## src/rtl/usb_rx_line_decoder.sv

```systemverilog
// usb_rx_line_decoder
//   Receive front end for the serial link. Samples the line pair once per
//   clock, detects SYNC, NRZI-decodes, strips stuffed bits and detects EOP.
//   Every output is registered, so each one lags its sampled symbol by 1 cycle.
// Ports
//   clk      : system clock, all state updates on posedge
//   rst_L    : asynchronous active-low reset
//   dp, dm   : line pair, already synchronised to clk
//   inb      : decoded, unstuffed bit; valid when recving=1 and pause=0
//   recving  : high across the packet body (first PID bit to last data bit)
//   pause    : one-cycle marker for a stripped stuff bit (only while recving)
//   rx_error : one-cycle pulse on a line-level error
module usb_rx_line_decoder (
  input  logic clk,
  input  logic rst_L,
  input  logic dp,
  input  logic dm,
  output logic inb,
  output logic recving,
  output logic pause,
  output logic rx_error
);

  typedef enum logic [2:0] {
    S_IDLE,
    S_SYNC,
    S_RECV,
    S_EOP,
    S_WAIT_J
  } state_t;

  state_t      state_q, state_d;
  logic        prev_q, prev_d;      // last J/K seen; 1 = J
  logic [2:0]  zcnt_q, zcnt_d;      // SYNC zeros seen
  logic [2:0]  ones_q, ones_d;      // consecutive decoded ones (stuffing)
  logic [1:0]  se0_q, se0_d;        // SE0 symbols in EOP, saturating
  logic        inb_q, inb_d;
  logic        recving_q, recving_d;
  logic        pause_q, pause_d;
  logic        err_q, err_d;

  logic is_j, is_k, is_se0, is_jk, bit_dec;

  always_comb begin
    is_j    = dp & ~dm;
    is_k    = ~dp & dm;
    is_se0  = ~dp & ~dm;
    is_jk   = is_j | is_k;
    // NRZI: no transition decodes as 1. Only meaningful when is_jk.
    bit_dec = ~(dp ^ prev_q);
  end

  always_comb begin
    state_d   = state_q;
    prev_d    = is_jk ? dp : prev_q;
    zcnt_d    = zcnt_q;
    ones_d    = ones_q;
    se0_d     = se0_q;
    inb_d     = 1'b0;
    recving_d = 1'b0;
    pause_d   = 1'b0;
    err_d     = 1'b0;

    unique case (state_q)
      S_IDLE: begin
        if (is_k && prev_q) begin
          state_d = S_SYNC;
          zcnt_d  = 3'd1;
        end
      end

      S_SYNC: begin
        if (is_jk) begin
          if (!bit_dec) begin
            if (zcnt_q == 3'd7) state_d = S_IDLE;
            else                zcnt_d  = zcnt_q + 3'd1;
          end else if (zcnt_q == 3'd7) begin
            // The closing SYNC 1 already counts toward the stuffing run.
            state_d = S_RECV;
            ones_d  = 3'd1;
          end else begin
            state_d = S_IDLE;
          end
        end else begin
          state_d = S_IDLE;
        end
      end

      S_RECV: begin
        if (is_jk) begin
          if (ones_q != 3'd6) begin
            inb_d     = bit_dec;
            recving_d = 1'b1;
            ones_d    = bit_dec ? ones_q + 3'd1 : 3'd0;
          end else if (!bit_dec) begin
            pause_d   = 1'b1;
            recving_d = 1'b1;
            ones_d    = 3'd0;
          end else begin
            err_d   = 1'b1;
            state_d = S_WAIT_J;
          end
        end else if (is_se0) begin
          se0_d   = 2'd1;
          state_d = S_EOP;
        end else begin
          err_d   = 1'b1;
          state_d = S_WAIT_J;
        end
      end

      S_EOP: begin
        if (is_se0) begin
          if (se0_q != 2'd3) se0_d = se0_q + 2'd1;
        end else if (is_j) begin
          err_d   = (se0_q < 2'd2);
          prev_d  = 1'b1;
          state_d = S_IDLE;
        end else begin
          err_d   = 1'b1;
          state_d = S_WAIT_J;
        end
      end

      S_WAIT_J: begin
        if (is_j) begin
          prev_d  = 1'b1;
          state_d = S_IDLE;
        end
      end

      default: state_d = S_IDLE;
    endcase
  end

  always_ff @(posedge clk or negedge rst_L) begin
    if (!rst_L) begin
      state_q   <= S_IDLE;
      prev_q    <= 1'b1;
      zcnt_q    <= '0;
      ones_q    <= '0;
      se0_q     <= '0;
      inb_q     <= 1'b0;
      recving_q <= 1'b0;
      pause_q   <= 1'b0;
      err_q     <= 1'b0;
    end else begin
      state_q   <= state_d;
      prev_q    <= prev_d;
      zcnt_q    <= zcnt_d;
      ones_q    <= ones_d;
      se0_q     <= se0_d;
      inb_q     <= inb_d;
      recving_q <= recving_d;
      pause_q   <= pause_d;
      err_q     <= err_d;
    end
  end

  assign inb      = inb_q;
  assign recving  = recving_q;
  assign pause    = pause_q;
  assign rx_error = err_q;

endmodule

```

## config.mk

```make
export PLATFORM = sky130hd
export DESIGN_NAME = usb_rx_line_decoder
export DESIGN_NICKNAME = d
export VERILOG_FILES = /design/src/rtl/usb_rx_line_decoder.sv
export SDC_FILE = /design/constraint.sdc
export NUM_CORES = 1
export LEC_CHECK = 0
export CORE_AREA = 2 2 47 49
export CTS_CLUSTER_DIAMETER = 30
export DETAILED_ROUTE_END_ITERATION = 12
export DIE_AREA = 0 0 49 51
export DONT_BUFFER_PORTS = 1
export PLACE_DENSITY = 0.67
export SYNTH_ARGS = -nofsm -noshare
export SYNTH_HDL_FRONTEND = slang
export SYNTH_SLANG_ARGS = --single-unit
```

## constraint.sdc

```tcl
create_clock -name clk -period 3.3 [get_ports clk]
set_clock_uncertainty 0.15 [all_clocks]
set_input_delay 0.66 -clock clk [delete_from_list [all_inputs] [get_ports clk]]
set_output_delay 0.66 -clock clk [all_outputs]
set_load 0.01 [all_outputs]
```

======== After elaboration in Yosys (flattened, before gate mapping) ========
Cells that the tools add are included.
operators by class
  add/sub/neg operators ................... 3
  multipliers ............................. 0
  div/mod/pow operators ................... 0
  magnitude comparators ................... 1
  equality and inequality tests ........... 24
  shift-type cells ........................ 0
  muxes and demuxes ....................... 51
  bitwise gates (word level) .............. 8
  reduce and logical (&&, ||, !) cells .... 9
operators by type and width
  operator                                                               count
  3-bit 2-to-1 mux                                                       21
  2-bit != test, second input constant                                   14
  1-bit 2-to-1 mux                                                       19
  3-bit one-hot mux with 5 select lines                                  1
  3-bit != test, second input constant                                   4
  3-bit one-hot mux with 2 select lines                                  2
  6-bit AND reduction                                                    2
  2-bit 2-to-1 mux                                                       5
  5-bit AND reduction                                                    2
  3-bit by 1-bit adder with 3-bit output, second input constant          2
  3-bit by 2-bit equality test with 1-bit output, second input constant  2
  3-bit equality test, second input constant                             2
  2-bit nonzero test                                                     3
  4-bit != test, second input constant                                   1
  1-bit one-hot mux with 2 select lines                                  2
  2-bit one-hot mux with 2 select lines                                  1
  1-bit bitwise AND                                                      3
  3-bit by 1-bit equality test with 1-bit output, second input constant  1
  3-bit zero test                                                        1
  1-bit inverter                                                         3
  2-bit by 1-bit adder with 2-bit output, second input constant          1
  2-bit < comparator, second input constant                              1
  1-bit logical AND                                                      1
  1-bit bitwise OR                                                       1
  1-bit XOR                                                              1
storage, ports and cells
  register bits ........................... 16
  bits in latches ......................... 0
  RAM bits ................................ 0
  memory bits (read-only) ................. 0
  output and inout port bits .............. 4
  logic and storage cells ................. 105
  memories ................................ 0

======== Logic depth before layout (Yosys ltp) ========
Gate-level depths: netlist of run 1.
  depth after elaboration ................. 7
  mapped depth ............................ 7

======== Worst setup path after synthesis of run 1 ========
OpenSTA, ideal clock, no wires.
  path type ............................... input to register
  from .................................... in dp
  to ...................................... reg state_q[0]
  setup time .............................. 0.125 ns
  arrival time ............................ 2.277 ns
  required time ........................... 3.025 ns
  path slack .............................. 0.748 ns
  cell stages on the path ................. 7
  buffers on the path ..................... 1
  cells stage by stage .................... inv_1 ha_1 clkbuf_1 or4bb_1 a21oi_4 or4_4 mux2_4
on the way
  longest elaborated chain between the ends .. 5
  elaborated cells on any way between the ends .. 19
ends and longest elaborated chain
  element                                                                                               line    source
  from (decl)                                                                                           16      input logic dp,
  1-bit inverter                                                                                        46, 47
  1-bit bitwise AND (on tied branches)                                                                  46, 47
  1-bit bitwise OR, or another cell as far along                                                        48      is_jk = is_j | is_k;
  4-bit != test (no source line), or another cell as far along                                          --
  6-bit AND reduction (no source line) / 3-bit one-hot mux with 5 select lines (equally long branches)  --
  to (signal assigned)                                                                                  148     state_q <= state_d;
  to (decl)                                                                                             32      state_t state_q, state_d;
Several ways; a longest one is shown, not always the timed one.
A chain may end at the register's enable or synchronous reset.

======== Worst setup path after layout of run 1 ========
  from .................................... reg state_q[0]
  to ...................................... reg state_q[0]
on the way
  longest elaborated chain between the ends .. 3
  elaborated cells on any way between the ends .. 13
ends and longest elaborated chain
  element                                                                       line  source
  3-bit by 1-bit equality test with 1-bit output, or another cell as far along  64    unique case (state_q)
  4-bit != test (no source line), or another cell as far along                  --
  6-bit AND reduction (no source line)                                          --
Several ways; a longest one is shown, not always the timed one.

==> results.py, run 1 <==
metrics = {
    "status": {
        "outcome": "finished, final reports clean",
    },
    "die": {
        "die_height_microns": 51,
        "core-area_sq_mm": 0.00206,
        "core.rowCount": 17,
        "initial_utilization": 0.502,
        "die_width_microns": 49,
        "dieArea_sq_mm": 0.00250,
        "ios": 8,
    },
    "yosys": {
        "yosysUniqueCellTypes": 44,
        "post_synth.cell_area_avg_sq_um": 10.8,
        "yosys_most_used_dff": "sky130_fd_sc_hd__dfrtp_1",
        "synth_edf_count": 0,
        "synth_seq_cells": 16,
        "total_nets_after_synthesis": 109,
        "synth-seq-area-share": 0.388,
        "synthesis.area_sq_mm": 0.00103,
        "postSynth.asyncResetShare": 1.00,
        "yosys_warnings": 0,
        "synthCells": 96,
    },
    "global_routing": {
        "via_count_of_the_first_global_routing_pass": 693,
        "grt_use_total": 0.185,
        "global_route.overflow_total": 0,
        "pin_count_of_the_biggest_net_entering_global_routing": 20,
        "wire_length_of_the_first_global_routing_pass_microns": 3420,
        "grt_antenna_before_repair": 0,
    },
    "layout": {
        "most_common_cell_after_layout_fill_and_taps_aside": "sky130_fd_sc_hd__dfrtp_1",
        "fillers": 194,
        "postLayoutCoreUtil": 0.525,
        "layout.nets": 109,
        "most-common-layout-cells": "15 x sky130_fd_sc_hd__dfrtp_1, 9 x sky130_fd_sc_hd__ha_1, 6 x sky130_fd_sc_hd__nand2_1, 5 x sky130_fd_sc_hd__inv_1, 5 x sky130_fd_sc_hd__nor2_1",
        "n_antenna_cell": 0,
        "layout-drive-gt1-share": 0.189,
        "layout-area-overhead-vs-synth_pct": 4.60,
    },
    "routing": {
        "drtIter0Drc": 25,
        "drtPass1Iterations": 5,
        "wl_per_cell_microns": 15.1,
        "routed-via-count": 731,
        "drt_wl_total_microns": 1860,
        "post_detailed_route_via_to_cell_ratio": 5.94,
        "final_antenna_net_count": 0,
        "remaining_drc_errors": 0,
    },
    "setup_path": {
        "timing.critical_path.arrival_ns": 2.35,
        "slowest_delay_ns": 0.68,
        "critPathLaunchType": "flop",
        "worstPathRequired_ns": 3.34,
        "crit_path_end_kind": "flop",
        "timing.critical_path.slowest_stage_cell": "sky130_fd_sc_hd__dfrtp_1",
        "path_cells": "or3b_2 -> nor4_2 -> or4_4 -> mux2_4",
        "cp_max_fo": 19,
        "critical_path_class": "reg -> reg",
    },
    "power_and_ir_drop": {
        "max-vdd-ir-drop_mv": 0.268,
        "power.total_uw": 597,
        "cellLeakagePower_nw": 0.514,
        "powerDensity_mw_per_mm2": 552,
    },
    "cts": {
        "cts.root.buffer_cell": "sky130_fd_sc_hd__clkbuf_4",
        "cts_max_path_buffers": 2,
        "cts_tree": "done",
        "number_of_h_tree_branching_levels": 1,
        "post_cts_resized": 0,
        "clk_transition_reported_paths_ns": 0.09,
        "cts-buffers-inserted": 3,
        "cts.sink_count": 16,
        "clk-insertion-delay-late_ns": 0.29,
    },
    "timing": {
        "timing.final.hold_violations": 0,
        "setup_viol": 0,
        "timing.slew.headroom": 0.551,
        "worst_pin_slew_ns": 0.672,
        "fin_ws_ns": 0.981,
        "final_max_slew_viol_count": 0,
        "final_min_period_over_clock_period": 0.703,
        "max_freq_ghz": 0.431,
        "whs_ns": 0.0448,
        "timing.final.crit_period_ns": 2.32,
        "final.setup.tns_ns": 0,
        "rsz0062_at_grt": "false",
    },
    "min_path": {
        "min-delay-path-class": "in -> async",
    },
    "placed_design": {
        "globalplace.congestion": 0.871,
        "half_perimeter_wire_length_after_detailed_placement_microns": 1360,
        "portBuffers": 0,
        "pre_cts_slack_ns": 0.706,
    },
    "flow_run": {
        "max-cap-violations": 0,
    },
}
## registers in the layout, indices dropped and copies added, names as in the netlist
name / count
pause: 1
inb: 1
ones_q: 3
zcnt_q: 3
rx_error: 1
prev_q: 1
se0_q: 2
state_q: 3
recving: 1
## area by class of cell
cell class                      count  area (sq um)  share of cell area
Inverter                            5          18.8              0.0173
Multi-Input combinational cell     69           581               0.536
Tap cell                           28          35.0              0.0324
Timing Repair Buffer                1          10.0             0.00925
Clock buffer                        4          36.3              0.0335
Sequential cell                    16           402               0.371
## stage by stage
step           std cells  area, sq um
2_1_floorplan         96         1030
3_3_place_gp         118         1040
3_5_place_dp         118         1040
4_1_cts              123         1080
5_1_grt              123         1080
6_report             123         1080
## metal layers
| metal | global-route usage | vias up | wire length (microns) |
|---|---|---|---|
| met5 | 0 | - | 0 |
| li1 | - | 355 | - |
| met4 | 0.0857 | 0 | 43 |
| met2 | 0.290 | 24 | 859 |
| met3 | 0.0614 | 5 | 83 |
| met1 | 0.232 | 347 | 877 |
## critical path, delay by kind of cell, from the launching register on
kind / cells / cell delay, ns
and+or+nand+nor: 3 / 1.10
DFF: 1 / 0.68
muxes: 1 / 0.29
## what timing repair did
action	4_1_cts	5_1_grt
setup buffers	0	0
hold endpoints to repair	15	0
hold buffers	1	0
## Yosys cell counts (2+ instances only)
master                     instances  area share
sky130_fd_sc_hd__mux2i_1           3       0.029
sky130_fd_sc_hd__a22o_1            3       0.025
sky130_fd_sc_hd__clkbuf_1          2      0.0073
sky130_fd_sc_hd__dfrtp_1          15        0.36
sky130_fd_sc_hd__and3_1            3       0.018
sky130_fd_sc_hd__clkbuf_2          2      0.0097
sky130_fd_sc_hd__inv_1             5       0.018
sky130_fd_sc_hd__nand3_1           4       0.019
sky130_fd_sc_hd__o21ai_0           2      0.0097
sky130_fd_sc_hd__nand2_1           6       0.022
sky130_fd_sc_hd__nor3b_1           2       0.015
sky130_fd_sc_hd__nor3_1            2      0.0097
sky130_fd_sc_hd__nor2_1            5       0.018
sky130_fd_sc_hd__mux2_4            2       0.029
sky130_fd_sc_hd__ha_1              9        0.11
sky130_fd_sc_hd__nor2b_1           2       0.012
sky130_fd_sc_hd__mux2_2            2       0.022
## report_power, final
part           internal [mW]  switching, mW
Combinational          0.100         0.0829
Clock                 0.0673         0.0633
Sequential             0.232         0.0513
Total                  0.399          0.198
## cells by family (layout without fill, tap and decap cells)
group	Yosys count	after routing	share of synthesized area
buffers and inverters	11	10	0.0508
AOI/OAI and AO/OA	19	19	0.158
adders and majority gates	9	9	0.109
xor gates and xnor gates	1	1	0.0157
DFF	16	16	0.388
and+or+nand+nor	33	33	0.198
muxes	7	7	0.0798
## final timing paths
path | startpoint | to | slack [ns] | depth (start not counted)
hold / removal | rst_L | prev_q | 0.04 | 0
min in group clk | zcnt_q[0] | zcnt_q[0] | 0.35 | 1
setup reg to reg | state_q[0] | state_q[0] | 0.98 | 4
max in group asynchronous | rst_L | zcnt_q[1] | 1.89 | 1
hold reg to reg | zcnt_q[0] | zcnt_q[0] | 0.35 | 1
setup / recovery | state_q[0] | state_q[0] | 0.98 | 4
Power figures use the tool's default switching activity.
==> run 2: changes to the inputs <==
--- a/config.mk
+++ b/config.mk
@@ -10,7 +10,7 @@
 export DETAILED_ROUTE_END_ITERATION = 12
 export DIE_AREA = 0 0 49 51
 export DONT_BUFFER_PORTS = 1
-export PLACE_DENSITY = 0.67
+export PLACE_DENSITY = 0.7
 export SYNTH_ARGS = -nofsm -noshare
 export SYNTH_HDL_FRONTEND = slang
 export SYNTH_SLANG_ARGS = --single-unit
==> constraint.sdc (replaced) <==
create_clock -name clk -period 2.1 [get_ports clk]
set_clock_uncertainty 0.15 [all_clocks]
set_input_delay 0.42 -clock clk [delete_from_list [all_inputs] [get_ports clk]]
set_output_delay 0.42 -clock clk [all_outputs]
set_load 0.01 [all_outputs]
==> run 2 against run 1 <==
Sequential share of layout area fell by 3.7 points; largest power group unchanged; clock-buffer cell count stayed put; critical endpoint unchanged; non-clock buffer count up 12; fmax up 15%; largest cell class unchanged; first-iteration DRC count decreased by 48%.
==> results.py, run 2 (synthesis results as in run 1) <==
metrics = {
    "timing": {
        "rsz0062_at_grt": "false",
        "max_freq_ghz": 0.498,
        "final_max_slew_viol_count": 0,
        "timing.slew.headroom": 0.521,
        "timing.final.hold_violations": 0,
        "setup_viol": 0,
        "timing.final.crit_period_ns": 2.01,
        "final_min_period_over_clock_period": 0.956,
        "final.setup.tns_ns": 0,
        "worst_pin_slew_ns": 0.716,
    },
    "layout": {
        "layout-drive-gt1-share": 0.327,
        "most_common_cell_after_layout_fill_and_taps_aside": "sky130_fd_sc_hd__dfrtp_1",
        "regs_by_ff_count": "ones_q x3, state_q x3, zcnt_q x3",
        "n_antenna_cell": 0,
        "final_cell_area_sq_mm": 0.00121,
        "layout-area-overhead-vs-synth_pct": 16.6,
        "most-common-layout-cells": "14 x sky130_fd_sc_hd__dfrtp_1, 12 x sky130_fd_sc_hd__buf_4, 8 x sky130_fd_sc_hd__ha_1, 6 x sky130_fd_sc_hd__nand2_1, 5 x sky130_fd_sc_hd__nor2_1",
        "final_cell_count_no_fill": 135,
        "layout.nets": 121,
    },
    "global_routing": {
        "via_count_of_the_first_global_routing_pass": 777,
        "pin_count_of_the_biggest_net_entering_global_routing": 17,
        "global_route.overflow_total": 0,
        "wire_length_of_the_first_global_routing_pass_microns": 3460,
        "grt_use_total": 0.183,
        "grt_antenna_before_repair": 0,
    },
    "routing": {
        "final_antenna_net_count": 0,
        "wl_per_cell_microns": 14.1,
        "post_detailed_route_via_to_cell_ratio": 5.82,
        "drtPass1Iterations": 4,
        "drt_wl_total_microns": 1900,
        "routed-via-count": 786,
        "drtIter0Drc": 13,
        "remaining_drc_errors": 0,
    },
    "power_and_ir_drop": {
        "p_switching_uw": 322,
        "powerDensity_mw_per_mm2": 806,
        "p_int_uw": 651,
        "power_frac_clock": 0.171,
        "switching_share": 0.331,
        "cellLeakagePower_nw": 0.575,
        "sequentialPowerShare": 0.441,
        "max-vdd-ir-drop_mv": 0.402,
        "comb_power_share": 0.388,
    },
    "die": {
        "initial_utilization": 0.502,
        "die_height_microns": 51,
        "ios": 8,
        "die_width_microns": 49,
        "core-area_sq_mm": 0.00206,
        "core.rowCount": 17,
        "dieArea_sq_mm": 0.00250,
    },
    "cts": {
        "cts.root.buffer_cell": "sky130_fd_sc_hd__clkbuf_4",
        "clk_transition_reported_paths_ns": 0.09,
        "cts_tree": "done",
        "number_of_h_tree_branching_levels": 1,
        "clk-insertion-delay-late_ns": 0.28,
        "cts.sink_count": 16,
        "cts-buffers-inserted": 3,
        "cts_max_path_buffers": 2,
    },
    "setup_path": {
        "crit_path_end_kind": "flop",
        "critPathLaunchType": "flop",
        "critical_path_class": "reg -> reg",
        "timing.critical_path.arrival_ns": 2.03,
        "worstPathRequired_ns": 2.12,
        "cp_max_fo": 7,
    },
    "placed_design": {
        "portBuffers": 0,
        "globalplace.congestion": 0.848,
        "half_perimeter_wire_length_after_detailed_placement_microns": 1440,
        "detailed_place.area_sq_mm": 0.00115,
        "dp.cells": 129,
    },
    "flow_run": {
        "max-cap-violations": 0,
    },
    "status": {
        "outcome": "finished, final reports clean",
    },
    "min_path": {
        "min-delay-path-class": "in -> reg",
    },
}
run 2: cell count changes in the layout (fill, tap and decap cells not counted), sizes merged:
| cell | previous run | this run |
|---|---|---|
| buf | 0 | 12 |
run 2: metrics by stage:
stage | utilization | setup WS [ns] | power (mW) | hold WS [ns]
floorplan | - | -0.0206 | 0.703 | -0.0256
global placement | 0.560 | 0.0500 | 0.774 | -0.0252
detailed placement | 0.560 | 0.0487 | 0.784 | -0.0251
CTS | 0.577 | 0.0585 | 0.963 | 0.150
global route | 0.585 | 0.0253 | 1.05 | 0.182
finish | 0.585 | 0.0920 | 0.973 | 0.149
run 2: worst paths after layout:
path | startpoint | to | slack [ns] | depth (start not counted)
min in group asynchronous | rst_L | ones_q[2] | 0.48 | 1
max | state_q[2] | state_q[0] | 0.09 | 4
min | dp | prev_q | 0.15 | 2
max in group asynchronous | rst_L | state_q[0] | 0.83 | 1
min reg2reg | zcnt_q[0] | zcnt_q[0] | 0.35 | 1
max reg2reg | state_q[2] | state_q[0] | 0.09 | 4
run 2: cell type report:
class	count	area [sq um]
Clock buffer	4	26.3
Fill cell	191	857
Sequential cell	16	403
Multi-Input combinational cell	69	603
Inverter	5	38.8
Timing Repair Buffer	13	100
Tap cell	28	35.0
run 2: critical path: stages (launching register included):
cell	delay (ns)
sky130_fd_sc_hd__dfrtp_1	0.47
sky130_fd_sc_hd__or3b_2	0.54
sky130_fd_sc_hd__nor4_2	0.23
sky130_fd_sc_hd__or4_4	0.21
sky130_fd_sc_hd__mux2_4	0.29
run 2: metal layers:
| metal | track usage | routed length (microns) | vias to the layer above |
|---|---|---|---|
| met1 | 0.238 | 947 | 396 |
| met5 | 0 | 0 | - |
| met4 | 0.105 | 31 | 0 |
| met2 | 0.288 | 879 | 11 |
| li1 | - | - | 375 |
| met3 | 0.0322 | 43 | 4 |
run 2: power groups by stage:
stage / clock [mW] / sequential [mW] / combinational, mW
floorplan: 0 / 0.396 / 0.307
detailed placement: 0 / 0.431 / 0.353
global route: 0.190 / 0.437 / 0.426
global placement: 0 / 0.428 / 0.346
CTS: 0.175 / 0.425 / 0.363
finish: 0.166 / 0.429 / 0.378
run 2: repair_timing:
item | 4_1_cts | 5_1_grt
endpoints found under the setup margin | 0 | 4
hold buffers | 1 | 0
resized for setup | 0 | 3
setup buffers | 0 | 1
hold endpoints to repair | 16 | 0
